--- config.mk ---
export PLATFORM = sky130hd
export DESIGN_NAME = dccm_port_arb_flat
export DESIGN_NICKNAME = d
export VERILOG_FILES = /design/src/rtl/dccm_port_arb_pkg.sv /design/src/rtl/dccm_port_arb_if.sv /design/src/rtl/dccm_port_arb.sv /design/src/flat_wrapper.sv
export SDC_FILE = /design/constraint.sdc
export NUM_CORES = 1
export LEC_CHECK = 0
export ABC_AREA = 1
export BUFFER_PORTS_ARGS = -buffer_cell sky130_fd_sc_hd__clkbuf_2
export CORE_AREA = 2 2 114 116
export DETAILED_ROUTE_END_ITERATION = 7
export DIE_AREA = 0 0 116 118
export PLACE_DENSITY = 0.56
export SLEW_MARGIN = 0
export SYNTH_ARGS = -nofsm -noshare
export SYNTH_HDL_FRONTEND = slang
export SYNTH_SLANG_ARGS = --single-unit
--- constraint.sdc ---
create_clock -name clk -period 1.4 [get_ports clk]
set_clock_uncertainty 0.15 [all_clocks]
set_input_delay 0.21 -clock clk [delete_from_list [all_inputs] [get_ports clk]]
set_output_delay 0.21 -clock clk [all_outputs]
set_load 0.01 [all_outputs]
--- src/rtl/dccm_port_arb_pkg.sv ---
// Shared types for the DCCM port arbiter: read-return owner and arbitration state.
package dccm_pkg;

   localparam int unsigned DCCM_AW = 16;

   typedef enum logic [1:0] {
      OWN_NONE = 2'd0,
      OWN_LSU  = 2'd1,
      OWN_DMA  = 2'd2
   } owner_e;

   typedef enum logic {
      ST_LSU_PRI   = 1'b0,
      ST_DMA_FORCE = 1'b1
   } arb_state_e;

endpackage

--- src/rtl/dccm_port_arb_if.sv ---
// LSU, DMA and SRAM-side signals of the DCCM port arbiter.
// slave = arbiter view, master = requester/SRAM environment view.
interface dccm_port_arb_if #(
   parameter int unsigned AW = dccm_pkg::DCCM_AW
) ();

   logic          lsu_rd_en_i;
   logic          lsu_wr_en_i;
   logic [31:0]   lsu_addr_i;
   logic [31:0]   lsu_wdata_i;
   logic [3:0]    lsu_be_i;
   logic          lsu_stall_o;
   logic [31:0]   lsu_rdata_o;

   logic          dma_req_i;
   logic          dma_we_i;
   logic [31:0]   dma_addr_i;
   logic [31:0]   dma_wdata_i;
   logic [3:0]    dma_be_i;
   logic          dma_gnt_o;
   logic          dma_rvalid_o;
   logic [31:0]   dma_rdata_o;

   logic          dccm_en_o;
   logic          dccm_we_o;
   logic [AW-1:0] dccm_addr_o;
   logic [31:0]   dccm_wdata_o;
   logic [3:0]    dccm_be_o;
   logic [31:0]   dccm_rdata_i;

   modport slave (
      input  lsu_rd_en_i, lsu_wr_en_i, lsu_addr_i, lsu_wdata_i, lsu_be_i,
      output lsu_stall_o, lsu_rdata_o,
      input  dma_req_i, dma_we_i, dma_addr_i, dma_wdata_i, dma_be_i,
      output dma_gnt_o, dma_rvalid_o, dma_rdata_o,
      output dccm_en_o, dccm_we_o, dccm_addr_o, dccm_wdata_o, dccm_be_o,
      input  dccm_rdata_i
   );

   modport master (
      output lsu_rd_en_i, lsu_wr_en_i, lsu_addr_i, lsu_wdata_i, lsu_be_i,
      input  lsu_stall_o, lsu_rdata_o,
      output dma_req_i, dma_we_i, dma_addr_i, dma_wdata_i, dma_be_i,
      input  dma_gnt_o, dma_rvalid_o, dma_rdata_o,
      input  dccm_en_o, dccm_we_o, dccm_addr_o, dccm_wdata_o, dccm_be_o,
      output dccm_rdata_i
   );

endinterface

--- src/rtl/dccm_port_arb.sv ---
// Single-port DCCM arbiter: LSU priority, forced DMA grant after STARVE_MAX denials.
// Optional perf counters enabled by defining DCCM_ARB_PERF_EN.
module dccm_port_arb
   import dccm_pkg::*;
#(
   parameter int unsigned AW         = DCCM_AW,
   parameter int unsigned STARVE_MAX = 4,
   parameter int unsigned CNT_W      = 16
) (
   input  logic             clk,
   input  logic             rst_n,
   dccm_port_arb_if.slave   bus
`ifdef DCCM_ARB_PERF_EN
   ,
   output logic [CNT_W-1:0] perf_conflict_o,
   output logic [CNT_W-1:0] perf_force_o
`endif
);

   localparam int unsigned SC_W = (STARVE_MAX > 1) ? $clog2(STARVE_MAX) : 1;
   localparam logic [SC_W-1:0] SC_LAST = SC_W'(STARVE_MAX - 1);

   arb_state_e      r_state, w_state_nxt;
   logic [SC_W-1:0] r_starve, w_starve_nxt;
   owner_e          r_owner, w_owner_nxt;

   logic w_lsu_req, w_dma_req;
   logic w_gnt_lsu, w_gnt_dma, w_stall;

   assign w_lsu_req = bus.lsu_rd_en_i | bus.lsu_wr_en_i;
   assign w_dma_req = bus.dma_req_i;

   always_comb begin
      w_state_nxt  = ST_LSU_PRI;
      w_starve_nxt = '0;
      w_gnt_lsu    = 1'b0;
      w_gnt_dma    = 1'b0;
      w_stall      = 1'b0;
      w_owner_nxt  = OWN_NONE;
      unique case (r_state)
         ST_LSU_PRI: begin
            if (w_lsu_req) begin
               w_gnt_lsu = 1'b1;
               if (w_dma_req) begin
                  if (r_starve == SC_LAST) begin
                     w_state_nxt = ST_DMA_FORCE;
                  end else begin
                     w_starve_nxt = r_starve + 1'b1;
                  end
               end
            end else if (w_dma_req) begin
               w_gnt_dma = 1'b1;
            end
         end
         ST_DMA_FORCE: begin
            if (w_dma_req) begin
               w_gnt_dma = 1'b1;
               w_stall   = w_lsu_req;
            end else if (w_lsu_req) begin
               w_gnt_lsu = 1'b1;
            end
         end
         default: ;
      endcase
      // Grants are gated while reset is held so every output reads 0.
      if (!rst_n) begin
         w_gnt_lsu = 1'b0;
         w_gnt_dma = 1'b0;
         w_stall   = 1'b0;
      end
      if (w_gnt_lsu && !bus.lsu_wr_en_i) begin
         w_owner_nxt = OWN_LSU;
      end else if (w_gnt_dma && !bus.dma_we_i) begin
         w_owner_nxt = OWN_DMA;
      end
   end

   always_ff @(posedge clk or negedge rst_n) begin
      if (!rst_n) begin
         r_state  <= ST_LSU_PRI;
         r_starve <= '0;
         r_owner  <= OWN_NONE;
      end else begin
         r_state  <= w_state_nxt;
         r_starve <= w_starve_nxt;
         r_owner  <= w_owner_nxt;
      end
   end

   always_comb begin
      bus.dccm_en_o    = 1'b0;
      bus.dccm_we_o    = 1'b0;
      bus.dccm_addr_o  = '0;
      bus.dccm_wdata_o = '0;
      bus.dccm_be_o    = '0;
      if (w_gnt_lsu) begin
         bus.dccm_en_o    = 1'b1;
         bus.dccm_we_o    = bus.lsu_wr_en_i;
         bus.dccm_addr_o  = bus.lsu_addr_i[AW+1:2];
         bus.dccm_wdata_o = bus.lsu_wdata_i;
         bus.dccm_be_o    = bus.lsu_wr_en_i ? bus.lsu_be_i : '0;
      end else if (w_gnt_dma) begin
         bus.dccm_en_o    = 1'b1;
         bus.dccm_we_o    = bus.dma_we_i;
         bus.dccm_addr_o  = bus.dma_addr_i[AW+1:2];
         bus.dccm_wdata_o = bus.dma_wdata_i;
         bus.dccm_be_o    = bus.dma_we_i ? bus.dma_be_i : '0;
      end
   end

   assign bus.lsu_stall_o  = w_stall;
   assign bus.dma_gnt_o    = w_gnt_dma;
   assign bus.lsu_rdata_o  = (r_owner == OWN_LSU) ? bus.dccm_rdata_i : '0;
   assign bus.dma_rvalid_o = (r_owner == OWN_DMA);
   assign bus.dma_rdata_o  = (r_owner == OWN_DMA) ? bus.dccm_rdata_i : '0;

`ifdef DCCM_ARB_PERF_EN
   logic [CNT_W-1:0] r_perf_conflict, r_perf_force;

   always_ff @(posedge clk or negedge rst_n) begin
      if (!rst_n) begin
         r_perf_conflict <= '0;
         r_perf_force    <= '0;
      end else begin
         if (w_lsu_req && w_dma_req && (r_perf_conflict != '1)) begin
            r_perf_conflict <= r_perf_conflict + 1'b1;
         end
         if ((r_state == ST_DMA_FORCE) && w_dma_req && (r_perf_force != '1)) begin
            r_perf_force <= r_perf_force + 1'b1;
         end
      end
   end

   assign perf_conflict_o = r_perf_conflict;
   assign perf_force_o    = r_perf_force;
`endif

`ifndef SYNTHESIS
   a_lsu_rd_wr_excl: assert property (@(posedge clk) disable iff (!rst_n)
      !(bus.lsu_rd_en_i && bus.lsu_wr_en_i))
      else $error("LSU load and store requested together; store takes precedence");
`endif

endmodule

--- src/flat_wrapper.sv ---
// flat-port wrapper written by rule: the top's interface ports become plain ports
module dccm_port_arb_flat import dccm_pkg::*;
#(
   parameter int unsigned AW         = DCCM_AW,
   parameter int unsigned STARVE_MAX = 4,
   parameter int unsigned CNT_W      = 16
)
  (clk, rst_n, bus_lsu_rd_en_i, bus_lsu_wr_en_i, bus_lsu_addr_i, bus_lsu_wdata_i, bus_lsu_be_i, bus_lsu_stall_o, bus_lsu_rdata_o, bus_dma_req_i, bus_dma_we_i, bus_dma_addr_i, bus_dma_wdata_i, bus_dma_be_i, bus_dma_gnt_o, bus_dma_rvalid_o, bus_dma_rdata_o, bus_dccm_en_o, bus_dccm_we_o, bus_dccm_addr_o, bus_dccm_wdata_o, bus_dccm_be_o, bus_dccm_rdata_i);
  dccm_port_arb_if #(.AW(AW)) bus_i ();
  input  logic clk;
  input  logic rst_n;
  input wire logic [$bits(bus_i.lsu_rd_en_i)-1:0] bus_lsu_rd_en_i;
  input wire logic [$bits(bus_i.lsu_wr_en_i)-1:0] bus_lsu_wr_en_i;
  input wire logic [$bits(bus_i.lsu_addr_i)-1:0] bus_lsu_addr_i;
  input wire logic [$bits(bus_i.lsu_wdata_i)-1:0] bus_lsu_wdata_i;
  input wire logic [$bits(bus_i.lsu_be_i)-1:0] bus_lsu_be_i;
  output wire logic [$bits(bus_i.lsu_stall_o)-1:0] bus_lsu_stall_o;
  output wire logic [$bits(bus_i.lsu_rdata_o)-1:0] bus_lsu_rdata_o;
  input wire logic [$bits(bus_i.dma_req_i)-1:0] bus_dma_req_i;
  input wire logic [$bits(bus_i.dma_we_i)-1:0] bus_dma_we_i;
  input wire logic [$bits(bus_i.dma_addr_i)-1:0] bus_dma_addr_i;
  input wire logic [$bits(bus_i.dma_wdata_i)-1:0] bus_dma_wdata_i;
  input wire logic [$bits(bus_i.dma_be_i)-1:0] bus_dma_be_i;
  output wire logic [$bits(bus_i.dma_gnt_o)-1:0] bus_dma_gnt_o;
  output wire logic [$bits(bus_i.dma_rvalid_o)-1:0] bus_dma_rvalid_o;
  output wire logic [$bits(bus_i.dma_rdata_o)-1:0] bus_dma_rdata_o;
  output wire logic [$bits(bus_i.dccm_en_o)-1:0] bus_dccm_en_o;
  output wire logic [$bits(bus_i.dccm_we_o)-1:0] bus_dccm_we_o;
  output wire logic [$bits(bus_i.dccm_addr_o)-1:0] bus_dccm_addr_o;
  output wire logic [$bits(bus_i.dccm_wdata_o)-1:0] bus_dccm_wdata_o;
  output wire logic [$bits(bus_i.dccm_be_o)-1:0] bus_dccm_be_o;
  input wire logic [$bits(bus_i.dccm_rdata_i)-1:0] bus_dccm_rdata_i;
  assign bus_i.lsu_rd_en_i = bus_lsu_rd_en_i;
  assign bus_i.lsu_wr_en_i = bus_lsu_wr_en_i;
  assign bus_i.lsu_addr_i = bus_lsu_addr_i;
  assign bus_i.lsu_wdata_i = bus_lsu_wdata_i;
  assign bus_i.lsu_be_i = bus_lsu_be_i;
  assign bus_lsu_stall_o = bus_i.lsu_stall_o;
  assign bus_lsu_rdata_o = bus_i.lsu_rdata_o;
  assign bus_i.dma_req_i = bus_dma_req_i;
  assign bus_i.dma_we_i = bus_dma_we_i;
  assign bus_i.dma_addr_i = bus_dma_addr_i;
  assign bus_i.dma_wdata_i = bus_dma_wdata_i;
  assign bus_i.dma_be_i = bus_dma_be_i;
  assign bus_dma_gnt_o = bus_i.dma_gnt_o;
  assign bus_dma_rvalid_o = bus_i.dma_rvalid_o;
  assign bus_dma_rdata_o = bus_i.dma_rdata_o;
  assign bus_dccm_en_o = bus_i.dccm_en_o;
  assign bus_dccm_we_o = bus_i.dccm_we_o;
  assign bus_dccm_addr_o = bus_i.dccm_addr_o;
  assign bus_dccm_wdata_o = bus_i.dccm_wdata_o;
  assign bus_dccm_be_o = bus_i.dccm_be_o;
  assign bus_i.dccm_rdata_i = bus_dccm_rdata_i;
  dccm_port_arb #(.AW(AW), .STARVE_MAX(STARVE_MAX), .CNT_W(CNT_W)) u_core (.clk(clk), .rst_n(rst_n), .bus(bus_i));
endmodule
==> results of run 1 <==
## per-layer routing
| layer | vias to the layer above | GRT usage | share of wire |
|---|---|---|---|
| met1 | 1437 | 0.146 | 0.39 |
| li1 | 1619 | - | - |
| met4 | 0 | 0.0357 | 0.018 |
| met5 | - | 0 | 0 |
| met2 | 145 | 0.208 | 0.52 |
| met3 | 14 | 0.00669 | 0.067 |
## report_power, final
part           total [mW]  internal (mW)  switching [mW]
Clock               0.468          0.377          0.0912
Sequential          0.156          0.153         0.00326
Combinational       0.961          0.457           0.504
## through the flow
step                      cell area [um^2]  TNS, ns  std cells  total power [mW]  setup slack, ns
after CTS                             3480   -26.81        758              1.46           -0.275
after floorplan                       1680        0        332             0.526          0.00950
final                                 4280   -26.17        768              1.59           -0.300
after detailed placement              3260    -1.33        751             0.939          -0.0520
after global placement                3260    -1.37        751             0.943          -0.0568
after global routing                  4280   -33.42        768              1.69           -0.369
## worst max-delay path by stage
stage,endpoint,start,cells after the start,slack (ns)
4_1_cts,bus_dccm_wdata_o[5],u_core.r_state$_DFF_PN0_,5,-0.28
6_report,bus_dma_rdata_o[12],u_core.r_owner[1]$_DFF_PN0_,5,-0.30
3_3_place_gp,bus_dccm_wdata_o[27],bus_lsu_rd_en_i,6,-0.06
5_1_grt,bus_dma_rdata_o[12],u_core.r_owner[1]$_DFF_PN0_,5,-0.37
2_1_floorplan,bus_dma_rdata_o[22],u_core.r_owner[0]$_DFF_PN0_,4,0.01
3_5_place_dp,bus_dccm_wdata_o[27],bus_lsu_rd_en_i,6,-0.05
## cells by family after synthesis
kind of cell    Yosys count  synth area share
buf+inv                  79             0.237
fa+ha+maj                 1           0.00746
simple gates            246             0.676
flops                     5            0.0746
compound gates            1           0.00522
## worst max-delay path, stage by stage, from the launching register on
cell       delay [ns]
dfrtp_1          0.32
inv_2            0.06
or2_4            0.31
clkbuf_16        0.20
nor2_4           0.10
buf_6            0.11
## synth_stat cells, drive strengths merged
master,n
or2,2
inv,44
dfrtp,5
o21ai,1
nand2,66
nor2,69
nand3,56
clkbuf,4
nand4,53
ha,1
buf,31
## state kept, by name (all words and copies together), names as in the netlist
signal,count
u_core.r_owner,2
u_core.r_starve,2
u_core.r_state,1
## layout make-up
type	instances	area, um^2
multi-input cells	248	1560
well taps	172	215
inverters	44	170
flip-flops and latches	5	125
repair buffers	295	2130
fillers	1346	8130
clock buffers	4	78.8
## what timing repair did
action	4_1_cts	5_1_grt
setup buffers	0	5
pin swaps	1	4
gates cloned	2	6
hold endpoints to repair	5	0
hold buffers	1	0
gates resized for setup	22	257
setup endpoints to repair	121	121
==> impl_results.html, run 1 <==
<table>
<tr><th>Metric</th><th>Value</th></tr>
<tr><th colspan="2">Finish</th></tr>
<tr><td>Synthesis-to-layout area growth</td><td>155%</td></tr>
<tr><td>Net count of the finished layout</td><td>a little under 800</td></tr>
<tr><td>Ant diodes</td><td>0</td></tr>
<tr><td>Commonest non-fill, non-tap cell in the layout</td><td>clkbuf_2</td></tr>
<tr><td>Most frequent cells in the layout</td><td>clkbuf_2, nand2_1, buf_2</td></tr>
<tr><td>Layout cell share with drive strength beyond 1</td><td>0.622</td></tr>
<tr><td>Post-Route Utilization</td><td>0.345</td></tr>
<tr><th colspan="2">Worst hold path</th></tr>
<tr><td>Worst Hold Path EP</td><td>u_core.r_owner[1]$_DFF_PN0_</td></tr>
<tr><td>Start point of the worst hold path</td><td>bus_dma_we_i</td></tr>
<tr><td>Count of cells along the worst hold path</td><td>2</td></tr>
<tr><td>Worst min path class</td><td>in -&gt; reg</td></tr>
<tr><th colspan="2">Logic synthesis</th></tr>
<tr><td>Mean instance size in the synthesized netlist</td><td>5.05 um^2</td></tr>
<tr><td>Area share of the largest cell type after synthesis</td><td>0.198</td></tr>
<tr><td>Total number of yosys warnings</td><td>0</td></tr>
<tr><td>Area leader, netlist</td><td>nand4_1</td></tr>
<tr><td>Number of cells produced by synthesis</td><td>332</td></tr>
<tr><td>Library cells used by synthesis</td><td>16</td></tr>
<tr><td>Sequential element share of the synthesized area</td><td>0.0746</td></tr>
<tr><td>Synth Net Count</td><td>507</td></tr>
<tr><td>Cell types with the largest area share after synthesis</td><td>nand4_1, nand3_1, nor2_1</td></tr>
<tr><td>Yosys reg bits</td><td>5</td></tr>
<tr><td>Netlist Area Pre-Place</td><td>0.00168 mm^2</td></tr>
<tr><th colspan="2">Critical path</th></tr>
<tr><td>Kind of start point of the critical path</td><td>flop</td></tr>
<tr><td>Type of destination of the critical path</td><td>output port</td></tr>
<tr><td>Worst Path Arrival</td><td>1.34 ns</td></tr>
<tr><td>Critical setup path kind</td><td>reg -&gt; out</td></tr>
<tr><td>Number of cells on the worst reg-to-reg path</td><td>6</td></tr>
<tr><td>Worst reg2reg endpoint</td><td>u_core.r_starve[1]$_DFF_PN0_</td></tr>
<tr><td>Critical register-to-register path startpoint</td><td>u_core.r_state$_DFF_PN0_</td></tr>
<tr><td>Biggest fanout along the worst timing path</td><td>8</td></tr>
<tr><td>Setup slack of the most critical reg-to-reg path</td><td>0.03 ns</td></tr>
<tr><td>Worst EP required</td><td>between 1 and 1.5 ns</td></tr>
<tr><th colspan="2">Routing</th></tr>
<tr><td>Total length of routed wires</td><td>10300 um</td></tr>
<tr><td>Post-DR vias/cell</td><td>4.19</td></tr>
<tr><td>First-pass iteration count of the detailed router</td><td>4</td></tr>
<tr><td>Avg WL per Cell</td><td>13.5 um</td></tr>
<tr><td>Number of violations reported at the end of detailed-routing iteration 0</td><td>107</td></tr>
<tr><td>DRC errors left</td><td>0</td></tr>
<tr><td>Antenna-violating nets left</td><td>0</td></tr>
<tr><td>Routed vias</td><td>3215</td></tr>
<tr><th colspan="2">CTS</th></tr>
<tr><td>Count of H-tree levels built during CTS</td><td>1</td></tr>
<tr><td>TritonCTS sink count</td><td>5</td></tr>
<tr><td>CTS tree</td><td>done</td></tr>
<tr><td>CTS Buffer Depth</td><td>2</td></tr>
<tr><td>Worst skew pair latency</td><td>approximately 0.23 ns</td></tr>
<tr><td>CTS buffer count</td><td>3</td></tr>
<tr><td>Root Buffer</td><td>clkbuf_16</td></tr>
<tr><td>Worst-path clk slew</td><td>roughly 0.030 ns</td></tr>
<tr><th colspan="2">Floorplanning</th></tr>
<tr><td>Number of ports placed on the die boundary</td><td>just under 300</td></tr>
<tr><td>Die W</td><td>roughly 120 um</td></tr>
<tr><td>Die footprint</td><td>0.0137 mm^2</td></tr>
<tr><td>Core ar.</td><td>about 0.012 mm^2</td></tr>
<tr><td>Die height</td><td>118 um</td></tr>
<tr><td>Number of rows in the core area</td><td>41</td></tr>
<tr><td>Initial cell density of the core</td><td>0.135</td></tr>
<tr><th colspan="2">GRT</th></tr>
<tr><td>Global-route wire length before repair</td><td>13100 um</td></tr>
<tr><td>Initial antenna violation count</td><td>0</td></tr>
<tr><td>Gr usage total</td><td>0.116</td></tr>
<tr><td>Via count of the first global-routing pass</td><td>2674</td></tr>
<tr><td>Total grt overflow</td><td>0</td></tr>
<tr><td>Largest net degree at the start of global routing</td><td>57</td></tr>
<tr><th colspan="2">Timing</th></tr>
<tr><td>Max-slew violation count</td><td>0</td></tr>
<tr><td>Final Worst Setup Slack</td><td>-0.300 ns</td></tr>
<tr><td>Maximum clock rate</td><td>between 500 and 600 MHz</td></tr>
<tr><td>Slew @ Worst Pin</td><td>0.300 ns</td></tr>
<tr><td>Setup-violating endpoint count in the final report</td><td>approximately 120</td></tr>
<tr><td>Hold violation count in the final report</td><td>0</td></tr>
<tr><td>RSZ-0062 raised after global routing</td><td>yes</td></tr>
<tr><td>Headroom to the max-slew limit</td><td>0.799</td></tr>
<tr><td>Final period util</td><td>1.21</td></tr>
<tr><td>Post-route minimum period</td><td>1.70 ns</td></tr>
<tr><td>Worst Hold Slack</td><td>slightly above 0.09 ns</td></tr>
<tr><th colspan="2">Power and ir drop</th></tr>
<tr><td>Leakage Power</td><td>2.50 nW</td></tr>
<tr><td>Ratio of total power to cell area</td><td>approximately 370 mW/mm^2</td></tr>
<tr><td>Worst supply voltage drop on vdd</td><td>approximately 0.21 mV</td></tr>
<tr><th colspan="2">Run status</th></tr>
<tr><td>Violated checks</td><td>negative setup slack</td></tr>
<tr><td>Run status</td><td>finished, violations left</td></tr>
<tr><th colspan="2">Placed design</th></tr>
<tr><td>Number of input and output port buffers inserted</td><td>between 200 and 300</td></tr>
<tr><td>Half-perimeter wire length after placement</td><td>6910 um</td></tr>
<tr><td>Final GP Congestion</td><td>about 0.76</td></tr>
<tr><th colspan="2">Job</th></tr>
<tr><td>Maximum capacitance violations</td><td>0</td></tr>
</table>
Note: power is estimated with default switching activity, not from simulation.
==> run 2, diff against run 1 <==
Settings changed: ABC_AREA 1 to 0, PLACE_DENSITY 0.56 to 0.52.
==> impl_results.html, run 2 <==
<table>
<tr><th>Metric</th><th>Value</th></tr>
<tr><th colspan="2">Run status</th></tr>
<tr><td>Run status</td><td>finished, violations left</td></tr>
<tr><td>Violated checks</td><td>negative setup slack</td></tr>
<tr><th colspan="2">Timing</th></tr>
<tr><td>Max-slew violation count</td><td>0 (unchanged)</td></tr>
<tr><td>Setup-violating endpoint count in the final report</td><td>121 (unchanged)</td></tr>
<tr><td>Hold violation count in the final report</td><td>0 (unchanged)</td></tr>
<tr><td>Headroom to the max-slew limit</td><td>0.816 (+0.0166)</td></tr>
<tr><td>Post-route minimum period</td><td>1.82 ns (+0.118 ns)</td></tr>
<tr><td>Final period util</td><td>1.30 (+0.0845)</td></tr>
<tr><td>Slew @ Worst Pin</td><td>0.275 ns (-0.0256 ns)</td></tr>
<tr><td>RSZ-0062 raised after global routing</td><td>yes</td></tr>
<tr><td>Final Worst Setup Slack</td><td>-0.418 ns (-0.118 ns)</td></tr>
<tr><td>Maximum clock rate</td><td>550 MHz (-6.5%)</td></tr>
<tr><th colspan="2">Power and ir drop</th></tr>
<tr><td>Sequential group share of total power</td><td>0.115 (+0.017)</td></tr>
<tr><td>Combinational group share of total power</td><td>0.547 (-0.059)</td></tr>
<tr><td>Internal cell power</td><td>0.936 mW (-5.2%)</td></tr>
<tr><td>Leakage Power</td><td>2.02 nW (-19%)</td></tr>
<tr><td>Worst supply voltage drop on vdd</td><td>0.372 mV (+76%)</td></tr>
<tr><td>Final Total Pwr</td><td>1.37 mW (-13%)</td></tr>
<tr><td>Reported net switching power</td><td>0.436 mW (-27%)</td></tr>
<tr><td>Sw Ratio</td><td>0.318 (-0.0597)</td></tr>
<tr><td>Ratio of total power to cell area</td><td>411 mW/mm^2 (+11%)</td></tr>
<tr><td>Portion of total power attributed to the clock network</td><td>0.338 (+0.043)</td></tr>
<tr><th colspan="2">CTS</th></tr>
<tr><td>Root Buffer</td><td>clkbuf_16</td></tr>
<tr><td>Worst-path clk slew</td><td>0.03 ns (about the same)</td></tr>
<tr><td>Count of H-tree levels built during CTS</td><td>1 (unchanged)</td></tr>
<tr><td>TritonCTS sink count</td><td>5 (unchanged)</td></tr>
<tr><td>CTS tree</td><td>done</td></tr>
<tr><td>Worst skew pair latency</td><td>0.22 ns (about the same)</td></tr>
<tr><td>CTS Buffer Depth</td><td>2 (unchanged)</td></tr>
<tr><td>CTS buffer count</td><td>3 (unchanged)</td></tr>
<tr><th colspan="2">Routing</th></tr>
<tr><td>Post-DR vias/cell</td><td>4.04 (-3.4%)</td></tr>
<tr><td>Number of violations reported at the end of detailed-routing iteration 0</td><td>68 (-36%)</td></tr>
<tr><td>Total length of routed wires</td><td>8820 um (-15%)</td></tr>
<tr><td>DRC errors left</td><td>0 (unchanged)</td></tr>
<tr><td>Antenna-violating nets left</td><td>0 (unchanged)</td></tr>
<tr><td>Avg WL per Cell</td><td>14.6 um (+8.6%)</td></tr>
<tr><td>Routed vias</td><td>2438 (-24%)</td></tr>
<tr><td>First-pass iteration count of the detailed router</td><td>4 (unchanged)</td></tr>
<tr><th colspan="2">Logic synthesis</th></tr>
<tr><td>Synth Net Count</td><td>331 (-35%)</td></tr>
<tr><td>Post-synth EDFFs</td><td>0 (unchanged)</td></tr>
<tr><td>Yosys reg bits</td><td>5 (unchanged)</td></tr>
<tr><td>Proportion of synthesized flip-flops having asynchronous set or reset</td><td>1.00 (unchanged)</td></tr>
<tr><td>Area share of the largest cell type after synthesis</td><td>0.341 (+0.144)</td></tr>
<tr><td>Multiplexer area fraction after synthesis</td><td>0 (unchanged)</td></tr>
<tr><td>Library cells used by synthesis</td><td>20 (+4)</td></tr>
<tr><td>Simple-gate share of the synthesized area</td><td>0.399 (-0.277)</td></tr>
<tr><td>Cell types with the largest area share after synthesis</td><td>a22o_1, and2_1, dfrtp_1</td></tr>
<tr><td>Area leader, netlist</td><td>a22o_1</td></tr>
<tr><td>Sequential element share of the synthesized area</td><td>0.102 (+0.0270)</td></tr>
<tr><td>Mean instance size in the synthesized netlist</td><td>7.89 um^2 (+56%)</td></tr>
<tr><td>Xor-xnor portion of the synthesized cell area</td><td>0 (unchanged)</td></tr>
<tr><td>Area fraction in compound gates after synthesis</td><td>0.404 (+0.399)</td></tr>
<tr><td>Primary flip-flop cell chosen by synthesis mapping</td><td>dfrtp_1</td></tr>
<tr><td>Largest family of logic cells by synthesized area</td><td>compound AO/OA/AOI/OAI gates</td></tr>
<tr><td>Number of cells produced by synthesis</td><td>156 (-53%)</td></tr>
<tr><td>Most numerous cell in the Yosys netlist</td><td>and2_1</td></tr>
<tr><td>Adder-Cell Fraction of Synth Area</td><td>0.0102 (+0.00270)</td></tr>
<tr><td>Total number of yosys warnings</td><td>0 (unchanged)</td></tr>
<tr><td>Netlist Area Pre-Place</td><td>0.00123 mm^2 (-27%)</td></tr>
<tr><td>Synth top cells by count</td><td>and2_1, a22o_1, clkbuf_1</td></tr>
<tr><th colspan="2">Finish</th></tr>
<tr><td>Layout Cell Area excl Fill</td><td>0.00333 mm^2 (-22%)</td></tr>
<tr><td>Post-Route Utilization</td><td>0.269 (-0.0763)</td></tr>
<tr><td>Number of filler cells placed in the layout</td><td>1368 (+1.6%)</td></tr>
<tr><td>Final std cells w/o fill</td><td>603 (-21%)</td></tr>
<tr><td>Most frequent cells in the layout</td><td>clkbuf_2, buf_2, a22o_1</td></tr>
<tr><td>Synthesis-to-layout area growth</td><td>171%</td></tr>
<tr><td>Net count of the finished layout</td><td>607 (-21%)</td></tr>
<tr><td>Ant diodes</td><td>0 (unchanged)</td></tr>
<tr><td>Top Registers</td><td>u_core.r_owner x2, u_core.r_starve x2, u_core.r_state x1</td></tr>
<tr><td>Commonest non-fill, non-tap cell in the layout</td><td>clkbuf_2</td></tr>
<tr><td>Layout cell share with drive strength beyond 1</td><td>0.740 (+0.118)</td></tr>
<tr><th colspan="2">Worst hold path</th></tr>
<tr><td>Worst min path class</td><td>in -&gt; reg</td></tr>
<tr><td>Count of cells along the worst hold path</td><td>3 (+1)</td></tr>
<tr><td>Start point of the worst hold path</td><td>bus_lsu_wr_en_i</td></tr>
<tr><td>Worst Hold Path EP</td><td>u_core.r_owner[0]$_DFF_PN0_</td></tr>
<tr><th colspan="2">Floorplanning</th></tr>
<tr><td>Number of ports placed on the die boundary</td><td>295 (unchanged)</td></tr>
<tr><td>Die W</td><td>116 um (unchanged)</td></tr>
<tr><td>Core ar.</td><td>0.0124 mm^2 (unchanged)</td></tr>
<tr><td>Die height</td><td>118 um (unchanged)</td></tr>
<tr><td>Die footprint</td><td>0.0137 mm^2 (unchanged)</td></tr>
<tr><td>Number of rows in the core area</td><td>41 (unchanged)</td></tr>
<tr><td>Initial cell density of the core</td><td>0.0992 (-0.0359)</td></tr>
<tr><th colspan="2">Placed design</th></tr>
<tr><td>Final GP Congestion</td><td>0.746 (-2.1%)</td></tr>
<tr><td>Half-perimeter wire length after placement</td><td>6510 um (-5.7%)</td></tr>
<tr><td>Placed instance count</td><td>586 (-22%)</td></tr>
<tr><td>Number of input and output port buffers inserted</td><td>262 (unchanged)</td></tr>
<tr><td>Area of placed instances</td><td>0.00280 mm^2 (-14%)</td></tr>
<tr><th colspan="2">Job</th></tr>
<tr><td>Maximum capacitance violations</td><td>0 (unchanged)</td></tr>
<tr><th colspan="2">Critical path</th></tr>
<tr><td>Critical setup path kind</td><td>reg -&gt; out</td></tr>
<tr><td>Kind of start point of the critical path</td><td>flop</td></tr>
<tr><td>Slowest cell on the critical path</td><td>dfrtp_1</td></tr>
<tr><td>Type of destination of the critical path</td><td>output port</td></tr>
<tr><td>Critical register-to-register path startpoint</td><td>u_core.r_state$_DFF_PN0_</td></tr>
<tr><td>Worst Path Arrival</td><td>1.46 ns (+0.12 ns)</td></tr>
<tr><td>Highest cell delay on the worst timing path</td><td>0.37 ns (+0.05 ns)</td></tr>
<tr><td>Worst reg2reg endpoint</td><td>u_core.r_owner[0]$_DFF_PN0_</td></tr>
<tr><td>Cell breakdown of the critical path</td><td>o21ba_4, nor2_8, clkbuf_16, a22o_1, buf_2</td></tr>
<tr><td>Setup slack of the most critical reg-to-reg path</td><td>0.13 ns (+0.10 ns)</td></tr>
<tr><td>Biggest fanout along the worst timing path</td><td>14 (+6)</td></tr>
<tr><td>Worst EP required</td><td>1.04 ns (about the same)</td></tr>
<tr><td>Number of cells on the worst reg-to-reg path</td><td>4 (-2)</td></tr>
<tr><th colspan="2">GRT</th></tr>
<tr><td>Gr usage total</td><td>0.103 (-0.0130)</td></tr>
<tr><td>Initial antenna violation count</td><td>0 (unchanged)</td></tr>
<tr><td>Total grt overflow</td><td>0 (unchanged)</td></tr>
<tr><td>Global-route wire length before repair</td><td>11000 um (-16%)</td></tr>
<tr><td>Largest net degree at the start of global routing</td><td>51 (-11%)</td></tr>
<tr><td>Via count of the first global-routing pass</td><td>2153 (-19%)</td></tr>
</table>
-- run 2: worst max-delay path by stage --
stage | startpoint | end | depth (start not counted)
2_1_floorplan | u_core.r_state$_DFF_PN0_ | bus_dccm_wdata_o[23] | 4
3_3_place_gp | u_core.r_state$_DFF_PN0_ | bus_dccm_be_o[1] | 5
3_5_place_dp | u_core.r_state$_DFF_PN0_ | bus_dccm_be_o[1] | 5
4_1_cts | u_core.r_state$_DFF_PN0_ | bus_dccm_be_o[3] | 5
5_1_grt | u_core.r_state$_DFF_PN0_ | bus_dccm_wdata_o[24] | 5
6_report | u_core.r_state$_DFF_PN0_ | bus_dccm_wdata_o[29] | 5
-- run 2: power by group through the flow --
stage,Clock (mW),Combinational [mW],Sequential [mW]
after CTS,0.470,0.728,0.157
after floorplan,0,0.283,0.157
after global placement,0,0.686,0.157
after detailed placement,0,0.694,0.158
final,0.464,0.750,0.157
after global routing,0.486,0.809,0.159
-- run 2: routing by layer --
| layer | GRT usage | up-vias | routed length [um] |
|---|---|---|---|
| li1 | - | 1128 | - |
| met1 | 0.116 | 1114 | 3310 |
| met2 | 0.209 | 194 | 4640 |
| met3 | 0.0103 | 2 | 845 |
| met4 | 0.00893 | 0 | 19 |
| met5 | 0 | - | 0 |
-- run 2: what timing repair did --
| item | CTS | global route |
|---|---|---|
| cloned | 4 | 3 |
| pin swaps | 7 | 23 |
| setup endpoints to repair | 121 | 121 |
| resized for setup | 15 | 164 |
| hold buffers | 2 | 0 |
| setup buffers | 2 | 5 |
| hold endpoints to repair | 5 | 0 |
-- run 2: metrics by stage --
| step | TNS (ns) | setup WS [ns] | hold WS (ns) |
|---|---|---|---|
| after floorplan | -1.64 | -0.0407 | -0.236 |
| after global placement | -7.79 | -0.185 | 0.00928 |
| after detailed placement | -9.12 | -0.208 | 0.00268 |
| after CTS | -38.72 | -0.433 | 0.127 |
| after global routing | -45.20 | -0.474 | 0.134 |
| final | -38.06 | -0.418 | 0.125 |
-- run 2: cells by family after synthesis --
| family | Yosys count |
|---|---|
| flip-flops | 5 |
| adder cells (fa/ha/maj) | 1 |
| buffers and inverters | 16 |
| AO/OA/AOI/OAI | 56 |
| AND/OR/NAND/NOR | 78 |
-- run 2: worst max-delay path, delay by kind of cell (launching register included) --
family	cells	cell delay (ns)
buffers and inverters	2	0.32
AND/OR/NAND/NOR	1	0.06
AO/OA/AOI/OAI	2	0.48
flip-flops	1	0.37
-- run 2: final cells by class --
cell class / count / area (um^2) / area share
well taps: 172 / 215 / 0.0645
repair buffers: 287 / 1830 / 0.549
flip-flops and latches: 5 / 125 / 0.0375
multi-input cells: 135 / 1090 / 0.326
clock buffers: 4 / 78.8 / 0.0236
